<file path="config.mk">
export PLATFORM = sky130hd
export DESIGN_NAME = divider
export DESIGN_NICKNAME = d
export VERILOG_FILES = /design/src/rtl/divider.sv
export SDC_FILE = /design/constraint.sdc
export NUM_CORES = 1
export LEC_CHECK = 0
export ABC_CLOCK_PERIOD_IN_PS = 3950
export CORE_MARGIN = 2
export CORE_UTILIZATION = 45
export DETAILED_ROUTE_END_ITERATION = 10
export GPL_ROUTABILITY_DRIVEN = 0
export HOLD_SLACK_MARGIN = 0.02
export PLACE_DENSITY = 0.7
export RECOVER_POWER = 50
export SYNTH_ARGS = -nofsm -noshare
export SYNTH_HDL_FRONTEND = slang
export SYNTH_SLANG_ARGS = --single-unit
</file>
<file path="constraint.sdc">
create_clock -name clock -period 3.95 [get_ports clock]
set_clock_uncertainty 0.15 [all_clocks]
set_input_delay 0.5925 -clock clock [delete_from_list [all_inputs] [get_ports clock]]
set_output_delay 0.5925 -clock clock [all_outputs]
set_load 0.01 [all_outputs]
</file>
<file path="src/rtl/divider.sv">
// -----------------------------------------------------------------------------
// divider
//   Iterative radix-2 restoring integer divider with RV64M semantics
//   (DIV / DIVU / REM / REMU and their 32-bit W forms). Quotient and remainder
//   are produced together, one quotient bit per cycle. Divide-by-zero and
//   signed overflow are resolved in a single cycle without iterating.
//
// Ports
//   clock       in   1     rising-edge clock
//   reset       in   1     asynchronous, active-low reset
//   in_valid    in   1     request valid, taken only while out_ready=1
//   flush       in   1     cancels an in-flight or same-cycle request
//   divw        in   1     1: 32-bit op on low halves, results sign-extended
//   div_signed  in   1     1: signed (DIV/REM), 0: unsigned (DIVU/REMU)
//   dividend    in   XLEN  dividend
//   divisor     in   XLEN  divisor
//   out_ready   out  1     1 = idle, can accept a request
//   out_valid   out  1     single-cycle pulse, results valid
//   quotient    out  XLEN  quotient, 0 while out_valid=0
//   remainder   out  XLEN  remainder, 0 while out_valid=0
// -----------------------------------------------------------------------------
module divider #(
   parameter int XLEN = 64
) (
   input  logic            clock,
   input  logic            reset,
   input  logic            in_valid,
   input  logic            flush,
   input  logic            divw,
   input  logic            div_signed,
   input  logic [XLEN-1:0] dividend,
   input  logic [XLEN-1:0] divisor,
   output logic            out_ready,
   output logic            out_valid,
   output logic [XLEN-1:0] quotient,
   output logic [XLEN-1:0] remainder
);

   localparam int HALF = XLEN / 2;
   localparam int CW   = $clog2(XLEN);

   typedef enum logic [1:0] {
      IDLE = 2'd0,
      BUSY = 2'd1,
      DONE = 2'd2
   } state_t;

   state_t state_reg;
   state_t state_next;

   // Datapath registers
   logic [XLEN-1:0] rem_reg;      // partial remainder
   logic [XLEN-1:0] quo_reg;      // dividend shifting out / quotient shifting in
   logic [XLEN-1:0] dv_abs_reg;   // |divisor|
   logic [CW-1:0]   count_reg;    // step counter, 0..N-1
   logic [CW-1:0]   last_reg;     // N-1 for the accepted operation
   logic            q_neg_reg;
   logic            r_neg_reg;
   logic            divw_reg;

   // ---------------------------------------------------------------------------
   // Operand preprocessing (combinational, used only in the accept cycle)
   // ---------------------------------------------------------------------------
   logic            accept;
   logic [XLEN-1:0] dd_ext;
   logic [XLEN-1:0] dv_ext;
   logic            dd_neg;
   logic            dv_neg;
   logic [XLEN-1:0] dd_abs;
   logic [XLEN-1:0] dv_abs;
   logic [XLEN-1:0] min_val;
   logic            div_zero;
   logic            overflow;
   logic            special;

   assign accept = in_valid & (state_reg == IDLE) & ~flush;

   always_comb begin
      if (divw) begin
         dd_ext = div_signed ? {{HALF{dividend[HALF-1]}}, dividend[HALF-1:0]}
                             : {{HALF{1'b0}}, dividend[HALF-1:0]};
         dv_ext = div_signed ? {{HALF{divisor[HALF-1]}}, divisor[HALF-1:0]}
                             : {{HALF{1'b0}}, divisor[HALF-1:0]};
      end else begin
         dd_ext = dividend;
         dv_ext = divisor;
      end
   end

   assign dd_neg = div_signed & dd_ext[XLEN-1];
   assign dv_neg = div_signed & dv_ext[XLEN-1];
   assign dd_abs = dd_neg ? (~dd_ext + 1'b1) : dd_ext;
   assign dv_abs = dv_neg ? (~dv_ext + 1'b1) : dv_ext;

   // Most negative value of the active width, as it appears after extension.
   // For the W form this is 0xFFFF_FFFF_8000_0000 (sign-extended 32-bit MIN).
   assign min_val = divw ? {{(HALF + 1){1'b1}}, {(HALF - 1){1'b0}}}
                         : {1'b1, {(XLEN - 1){1'b0}}};

   assign div_zero = (dv_ext == '0);
   assign overflow = div_signed & (dd_ext == min_val) & (dv_ext == '1);
   assign special  = div_zero | overflow;

   // ---------------------------------------------------------------------------
   // One restoring step: shift {rem,quo} left, try subtracting |divisor|.
   // The trial is one bit wider so its MSB is the borrow (negative result).
   // ---------------------------------------------------------------------------
   logic [XLEN:0]   shifted;
   logic [XLEN:0]   trial;
   logic            q_bit;
   logic [XLEN-1:0] step_rem;
   logic [XLEN-1:0] step_quo;

   always_comb begin
      shifted  = {rem_reg, quo_reg[XLEN-1]};
      trial    = shifted - {1'b0, dv_abs_reg};
      q_bit    = ~trial[XLEN];
      step_rem = q_bit ? trial[XLEN-1:0] : shifted[XLEN-1:0];
      step_quo = {quo_reg[XLEN-2:0], q_bit};
   end

   // ---------------------------------------------------------------------------
   // FSM: state register
   // ---------------------------------------------------------------------------
   always_ff @(posedge clock or negedge reset) begin
      if (!reset) begin
         state_reg <= IDLE;
      end else begin
         state_reg <= state_next;
      end
   end

   // ---------------------------------------------------------------------------
   // FSM: next-state logic
   // ---------------------------------------------------------------------------
   always_comb begin
      state_next = state_reg;
      if (flush) begin
         state_next = IDLE;
      end else begin
         case (state_reg)
            IDLE: begin
               if (in_valid) begin
                  state_next = special ? DONE : BUSY;
               end
            end
            BUSY: begin
               if (count_reg == last_reg) begin
                  state_next = DONE;
               end
            end
            DONE: begin
               state_next = IDLE;
            end
            default: begin
               state_next = IDLE;
            end
         endcase
      end
   end

   // ---------------------------------------------------------------------------
   // Datapath registers
   // ---------------------------------------------------------------------------
   always_ff @(posedge clock or negedge reset) begin
      if (!reset) begin
         rem_reg    <= '0;
         quo_reg    <= '0;
         dv_abs_reg <= '0;
         count_reg  <= '0;
         last_reg   <= '0;
         q_neg_reg  <= 1'b0;
         r_neg_reg  <= 1'b0;
         divw_reg   <= 1'b0;
      end else if (accept) begin
         divw_reg   <= divw;
         count_reg  <= '0;
         last_reg   <= divw ? CW'(HALF - 1) : CW'(XLEN - 1);
         dv_abs_reg <= dv_abs;
         if (div_zero) begin
            // Final results are loaded directly; no sign fix-up in DONE.
            quo_reg   <= '1;
            rem_reg   <= dd_ext;
            q_neg_reg <= 1'b0;
            r_neg_reg <= 1'b0;
         end else if (overflow) begin
            quo_reg   <= dd_ext;
            rem_reg   <= '0;
            q_neg_reg <= 1'b0;
            r_neg_reg <= 1'b0;
         end else begin
            rem_reg   <= '0;
            // W form: left-align the 32-bit magnitude so only HALF steps are
            // needed; the zeros behind it become the zero-extended quotient.
            quo_reg   <= divw ? {dd_abs[HALF-1:0], {HALF{1'b0}}} : dd_abs;
            q_neg_reg <= dd_neg ^ dv_neg;
            r_neg_reg <= dd_neg;
         end
      end else if (state_reg == BUSY) begin
         rem_reg   <= step_rem;
         quo_reg   <= step_quo;
         count_reg <= count_reg + CW'(1);
      end
   end

   // ---------------------------------------------------------------------------
   // FSM: outputs, including sign fix-up and W-form sign extension
   // ---------------------------------------------------------------------------
   logic [XLEN-1:0] q_fix;
   logic [XLEN-1:0] r_fix;
   logic [XLEN-1:0] q_final;
   logic [XLEN-1:0] r_final;

   always_comb begin
      q_fix   = q_neg_reg ? (~quo_reg + 1'b1) : quo_reg;
      r_fix   = r_neg_reg ? (~rem_reg + 1'b1) : rem_reg;
      q_final = divw_reg ? {{HALF{q_fix[HALF-1]}}, q_fix[HALF-1:0]} : q_fix;
      r_final = divw_reg ? {{HALF{r_fix[HALF-1]}}, r_fix[HALF-1:0]} : r_fix;

      out_ready = (state_reg == IDLE);
      out_valid = (state_reg == DONE) & ~flush;
      quotient  = out_valid ? q_final : '0;
      remainder = out_valid ? r_final : '0;
   end

endmodule

</file>
==> qor.yml, run 1 <==
status: "finished with violations"
violations: "capacitance limit, slew limit, setup timing"
hold_viol_final: 0
synth.area.top_cells: "dfrtp_1 25%, o21ai_0 8.1%, a21oi_1 8.0%"
via_per_inst: 6.136
rsz0062_at_grt: "true"
fin_tns_setup_ns: -44.95
syn_area_per_cell_um2: 7.198
yosys.area_share.simple_pct: 21.80
port_buffers: 263
leakage_nw: 12.29
critPathKind: "flip-flop to output pin"
wl_mm: 86.32
synth.distinct_cells: 79
die_y_um: 218
insertion_delay_ns: 0.55
async_flop_share_pct: 100.0
drc: 0
cts.path.max_buffers: 3
worst_ir_drop_vdd_mv: 0.2970
timing.rr.start: "state_reg[1]$_DFFE_PN0P_"
hold_class: "flip-flop to flip-flop"
synthCells: 2863
overflow: 0
worstMarginPinSlew_ns: 2.384
setup_viol: 120
synthXorXnorAreaFrac_pct: 12.71
synth-seq-cells: 205
die_w_um: 218
grt_pass1_wl_mm: 129.5
cpMostUsedCell: "or3_4"
cp.required_ns: 3.21
synthMuxAreaShare_pct: 1.815
layout-drive-gt1-share_pct: 22.26
synth_edf_count: 0
drtPass1Iterations: 8
max_freq_ghz: 0.2022
grt_pass1_vias: 23540
worstRegToRegCells: 5
cpMaxStageDelayCell: "or4_4"
worstPathCellList: "or3_4 > or4_4 > nor4_4 > nand3_1 > or3_4 > or3_4 > or4_4 > buf_12 > o31ai_4 > xor2_2 > a21oi_2 > buf_2"
cts_buffers: 23
netlist_area_um2: 20610
drt_iter0_drc: 2936
min_delay_path_depth: 2
htreeDepth: 1
dp_hpwl_mm: 64.54
dieArea_um2: 47520
antenna_found_initial: 0
numClockSinks: 205
maxCapViolCount: 4
worst_slack_ns: -0.9968
yosysTopAreaCellShare_pct: 24.89
end_kind: "output pin"
grt_max_degree: 103
powerDensity_nw_per_um2: 663.3
synth_nets: 3068
synth_seq_area_share_pct: 24.89
start_util_pct: 45.51
synth_top_family_by_area: "compound AO/OA/AOI/OAI gates"
core_area_um2: 45280
reg2reg_to: "quo_reg[63]$_DFFE_PN0P_"
fin_hold_ws_ns: 0.3274
cts_root_buf: "clkbuf_16"
synth_compound_area_share_pct: 29.03
vias: 24810
synth_fa_ha_area_share_pct: 4.347
synth_area_leader_cell: "dfrtp_1"
track_usage_pct: 34.38
cp_max_fo: 4
post-route-period-util_pct: 125.2
pin_count: 264
slew_violations: 264
area_delta_synth_final_pct: 38.27
start_kind: "flip-flop"
rows: 78
cp_data_arrival_time_ns: 4.20
slowest_delay_ns: 0.49
slew_headroom_pct: -58.92
synth_flop_cell: "dfrtp_1"
routedWlPerCell_um: 21.34
clk_pin_slew_worst_paths_ns: 0.06
min_to: "dv_abs_reg[27]$_DFFE_PN0P_"
hp-start: "dv_abs_reg[27]$_DFFE_PN0P_"
yosysWarningCount: 0
period_needed_ns: 4.947
final_nets: 3633
reg2reg_slack_ns: -0.28
drtAntennaViolNets: 0
cts_tree: "done"
## layout make-up
cell class | instances | area (um2)
clock inverters | 10 | 132.6
well taps | 600 | 750.7
fillers | 3858 | 16790
repair buffers | 722 | 6095
multi-input cells | 2366 | 15360
flip-flops and latches | 205 | 5131
diodes | 3 | 7.507
inverters | 110 | 412.9
clock buffers | 28 | 604.3
## worst max path at each step
stage	startpoint	end	slack, ns	cells past startpoint
after floorplan	rem_reg[30]$_DFFE_PN0P_	remainder[57]	-0.04	10
after global placement	rem_reg[8]$_DFFE_PN0P_	remainder[56]	-0.69	12
after detailed placement	rem_reg[8]$_DFFE_PN0P_	remainder[57]	-0.76	11
after CTS	rem_reg[8]$_DFFE_PN0P_	remainder[34]	-0.98	13
after global routing	rem_reg[30]$_DFFE_PN0P_	remainder[63]	-1.09	12
final	rem_reg[30]$_DFFE_PN0P_	remainder[63]	-1.0	12
## kinds of logic after synthesis
group	count (synthesis)
AOI/OAI and AO/OA	1000
xor gates and xnor gates	299
adders and majority gates	71
buffers and inverters	292
DFF	205
muxes	37
and+or+nand+nor	959
## stage by stage
step | std cells | area (um2) | setup slack, ns | utilization, % | power [mW]
after CTS | 4031 | 28060 | -0.9808 | 61.97 | 18.04
after global placement | 3948 | 26580 | -0.6883 | 58.70 | 15.15
after floorplan | 2863 | 20630 | -0.04131 | - | 10.88
final | 4044 | 28490 | -0.9968 | 62.93 | 18.90
after detailed placement | 3948 | 26580 | -0.7593 | 58.70 | 15.47
after global routing | 4041 | 28490 | -1.086 | 62.91 | 20.04
## cells in the mapped netlist (5+ instances only)
library cell  count
nand2_1         337
o21ai_0         334
a21oi_1         329
nor2_1          285
dfrtp_1         205
xor2_1          187
clkbuf_1        159
xnor2_1         112
inv_1           107
ha_1             70
o31ai_1          63
nor3_1           59
a21o_1           50
nand4_1          41
nand3_1          39
or3_1            38
nor4_1           35
mux2i_1          34
o41ai_1          27
a31oi_1          26
nand2b_1         25
or4_1            25
a22oi_1          24
o211ai_1         24
a211oi_1         23
or2_2            16
o221ai_1         15
buf_2            14
nor2b_1          12
o21a_1           10
o21bai_1         10
buf_1             9
a221oi_1          8
and2_1            7
and3_1            7
a221o_1           5
a222oi_1          5
a41oi_1           5
## routing by layer
layer,wire length [um],up-vias,track usage [%],share of wire [%]
li1,-,11420,-,-
met4,5971,0,21.18,6.9
met2,38750,1537,55.28,45
met5,0,-,0,0
met1,33000,11540,42.93,38
met3,8606,323,5.914,10
## cell usage in the layout (no fill, tap or decap), drive strengths merged, types with 42 or more instances in the layout
master,instances
inv,109
o31ai,66
xnor2,112
nor3,61
nand2,337
ha,70
a21o,50
nor2,285
a21oi,329
clkdlybuf4s50,169
o21ai,334
dfrtp,205
clkbuf,42
buf,523
xor2,187
## power breakdown
part	total [mW]	switching (mW)	internal (mW)
registers	3.84	0.923	2.92
logic	12.9	7.48	5.39
clock network	2.19	0.915	1.28
total	18.9	9.31	9.59
## worst max-delay path, delay by kind of cell, from the launching register on
kind / cells / cell delay (ns)
buffers and inverters: 2 / 0.32
flip-flops: 1 / 0.38
XOR/XNOR: 1 / 0.23
AND/OR/NAND/NOR: 7 / 2.44
AO/OA/AOI/OAI: 2 / 0.30
## repair_timing
action / CTS / global route
buffers inserted: 42 / 19
hold buffers: 1 / 0
resized for setup: 422 / 156
hold endpoints to repair: 68 / 0
endpoints found under the setup margin: 139 / 119
pin swaps: 49 / 83
cloned: 3 / 0
(Power assumes the default switching activity.)
==> inputs of run 2 (changes only) <==
- CTS_BUF_LIST: unset -> sky130_fd_sc_hd__clkbuf_16
- REMOVE_ABC_BUFFERS: unset -> 1
==> run 2 against run 1 <==
The flow still finishes with violations (capacitance limit, slew limit, setup timing). Routed wire length decreased by 0.82%. Non-clock buffer count decreased by 29. Sequential share of layout area increased by 0.15 points. Count of clock-buffer cells in the layout down 5. Die area is the same. Sequential power shrank 2%. Cell count is 0.74% lower.
==> qor.yml, run 2 (same netlist as run 1, synthesis figures left out) <==
numClockSinks: 205  # unchanged
reg2reg_slack_ns: 0.04  # +0.32 ns
clk_pin_slew_worst_paths_ns: 0.06  # about the same
setup_viol: 76  # -37%
rsz0062_at_grt: "true"
drtAntennaViolNets: 0  # unchanged
insertion_delay_ns: 0.54  # about the same
cts_tree: "done"
start_kind: "flip-flop"
leakage_nw: 12.15  # -1.1%
grt_pass1_wl_mm: 131.2  # +1.4%
cts.path.max_buffers: 3  # unchanged
reg2reg_to: "rem_reg[27]$_DFFE_PN0P_"
drtPass1Iterations: 7  # -1
cp.required_ns: 3.21  # about the same
maxCapViolCount: 2  # -2
slew_violations: 159  # -40%
status: "finished with violations"
critPathCapture: "remainder[62]"
start_util_pct: 45.51  # unchanged
pwr-share-seq_pct: 20.2  # about the same
cts_buffers: 23  # unchanged
routedWlPerCell_um: 21.33  # about the same
finalPower_mw: 18.74  # -0.84%
post_dp_cell_area_um2: 26250  # -1.3%
worstMarginPinSlew_ns: 2.257  # -0.1265 ns
overflow: 0  # unchanged
final_cell_mix: "362 x buf_4, 325 x nand2_1, 322 x a21oi_1, 311 x o21ai_0, 278 x nor2_1"
cts_root_buf: "clkbuf_16"
clockPowerShare_pct: 11.6  # about the same
hp-start: "dv_abs_reg[47]$_DFFE_PN0P_"
drt_iter0_drc: 2565  # -13%
power_switching_mw: 9.245  # -0.75%
core_area_um2: 45280  # unchanged
slew_headroom_pct: -50.49  # +8.4 points
vias: 24480  # -1.4%
grt_max_degree: 91  # -12%
rows: 78  # unchanged
worst_slack_ns: -0.9954  # +0.001449 ns
layout-drive-gt1-share_pct: 21.24  # -1.0 points
end_kind: "output pin"
timing.rr.start: "rem_reg[8]$_DFFE_PN0P_"
worst_ir_drop_vdd_mv: 0.3303  # +11%
dieArea_um2: 47520  # unchanged
critPathKind: "flip-flop to output pin"
area_delta_synth_final_pct: 37.22
cp_data_arrival_time_ns: 4.20  # about the same
hold_class: "flip-flop to flip-flop"
final_area_um2: 28280  # -0.76%
drc: 0  # unchanged
pin_count: 264  # unchanged
sw_frac_of_total_pct: 49.33  # about the same
startpoint: "rem_reg[8]$_DFFE_PN0P_"
port_buffers: 263  # unchanged
die_y_um: 218  # unchanged
track_usage_pct: 34.79  # +0.41 points
max_freq_ghz: 0.2022  # about the same
fin_tns_setup_ns: -43.75  # +1.198 ns
powerDensity_nw_per_um2: 662.8  # about the same
htreeDepth: 1  # unchanged
pwr-share-comb_pct: 68.3  # +0.2 points
post-route-period-util_pct: 125.2  # about the same
grt_pass1_vias: 23500  # -0.14%
antenna_found_initial: 1  # +1
wl_mm: 85.61  # -0.82%
die_w_um: 218  # unchanged
cp_max_fo: 3  # -1
violations: "capacitance limit, slew limit, setup timing"
via_per_inst: 6.097  # -0.63%
worstRegToRegCells: 15  # +10
hold_viol_final: 0  # unchanged
power.internal_mw: 9.497  # -0.93%
dp_hpwl_mm: 63.50  # -1.6%
n_antenna_cell: 0  # -3
final_common_cell: "buf_4"
period_needed_ns: 4.945  # -0.001449 ns
final_nets: 3605  # -0.77%
==> run 2: area by class of cell <==
type	count	area, um2
clock buffer	23	575.6
clock inverter	16	163.9
timing repair buffer	693	5858
inverter	110	412.9
fill	3919	17010
sequential	205	5135
multi-input combinational	2367	15380
tap	600	750.7
==> run 2: worst min-delay path by stage <==
stage                                  to  slack (ns)  cells past startpoint
3_5_place_dp   dv_abs_reg[49]$_DFFE_PN0P_        0.32                      2
5_1_grt         dv_abs_reg[6]$_DFFE_PN0P_        0.35                      2
4_1_cts         dv_abs_reg[3]$_DFFE_PN0P_        0.33                      2
6_report       dv_abs_reg[47]$_DFFE_PN0P_        0.33                      2
2_1_floorplan    count_reg[0]$_DFFE_PN0P_        0.15                      0
3_3_place_gp   dv_abs_reg[32]$_DFFE_PN0P_        0.31                      2
==> run 2: timing repair <==
action	CTS	global route
hold buffers	1	0
setup endpoints to repair	153	147
buffers inserted	62	27
cloned	2	0
pin swaps	78	83
resized for setup	508	91
endpoints found under the hold margin	46	0
==> run 2: per-layer routing <==
layer / global-route usage (%) / up-vias / wire, um
met5: 0 / - / 0
met4: 22.34 / 0 / 6102
met3: 5.746 / 319 / 7956
met2: 55.56 / 1394 / 38400
met1: 43.58 / 11400 / 33150
li1: - / 11360 / -
==> run 2: per-stage QoR <==
stage,std cells,setup slack [ns],hold slack [ns],util [%]
floorplan,2681,-4.847,0.1469,-
global placement,3908,-0.6933,0.3127,57.96
detailed placement,3908,-0.7375,0.3201,57.96
CTS,4010,-1.005,0.3333,61.86
global route,4014,-1.096,0.3474,62.45
finish,4014,-0.9954,0.3263,62.45
==> run 2: power groups by stage <==
stage	clock, mW	combinational, mW	sequential [mW]
after detailed placement	0	11.6	3.70
final	2.17	12.8	3.78
after CTS	2.17	12.1	3.70
after global placement	0	11.3	3.64
after floorplan	0	6.95	3.84
after global routing	2.25	13.8	3.86
==> run 2: worst max-delay path: stages (launching register included) <==
cell	delay, ns
dfrtp_1	0.38
or3_4	0.39
or4_4	0.46
or3_4	0.39
or3_4	0.34
or3_4	0.38
nor4_4	0.14
buf_4	0.16
nand3b_1	0.16
buf_6	0.18
o21ai_1	0.16
xor2_1	0.21
a21oi_1	0.11
buf_2	0.19
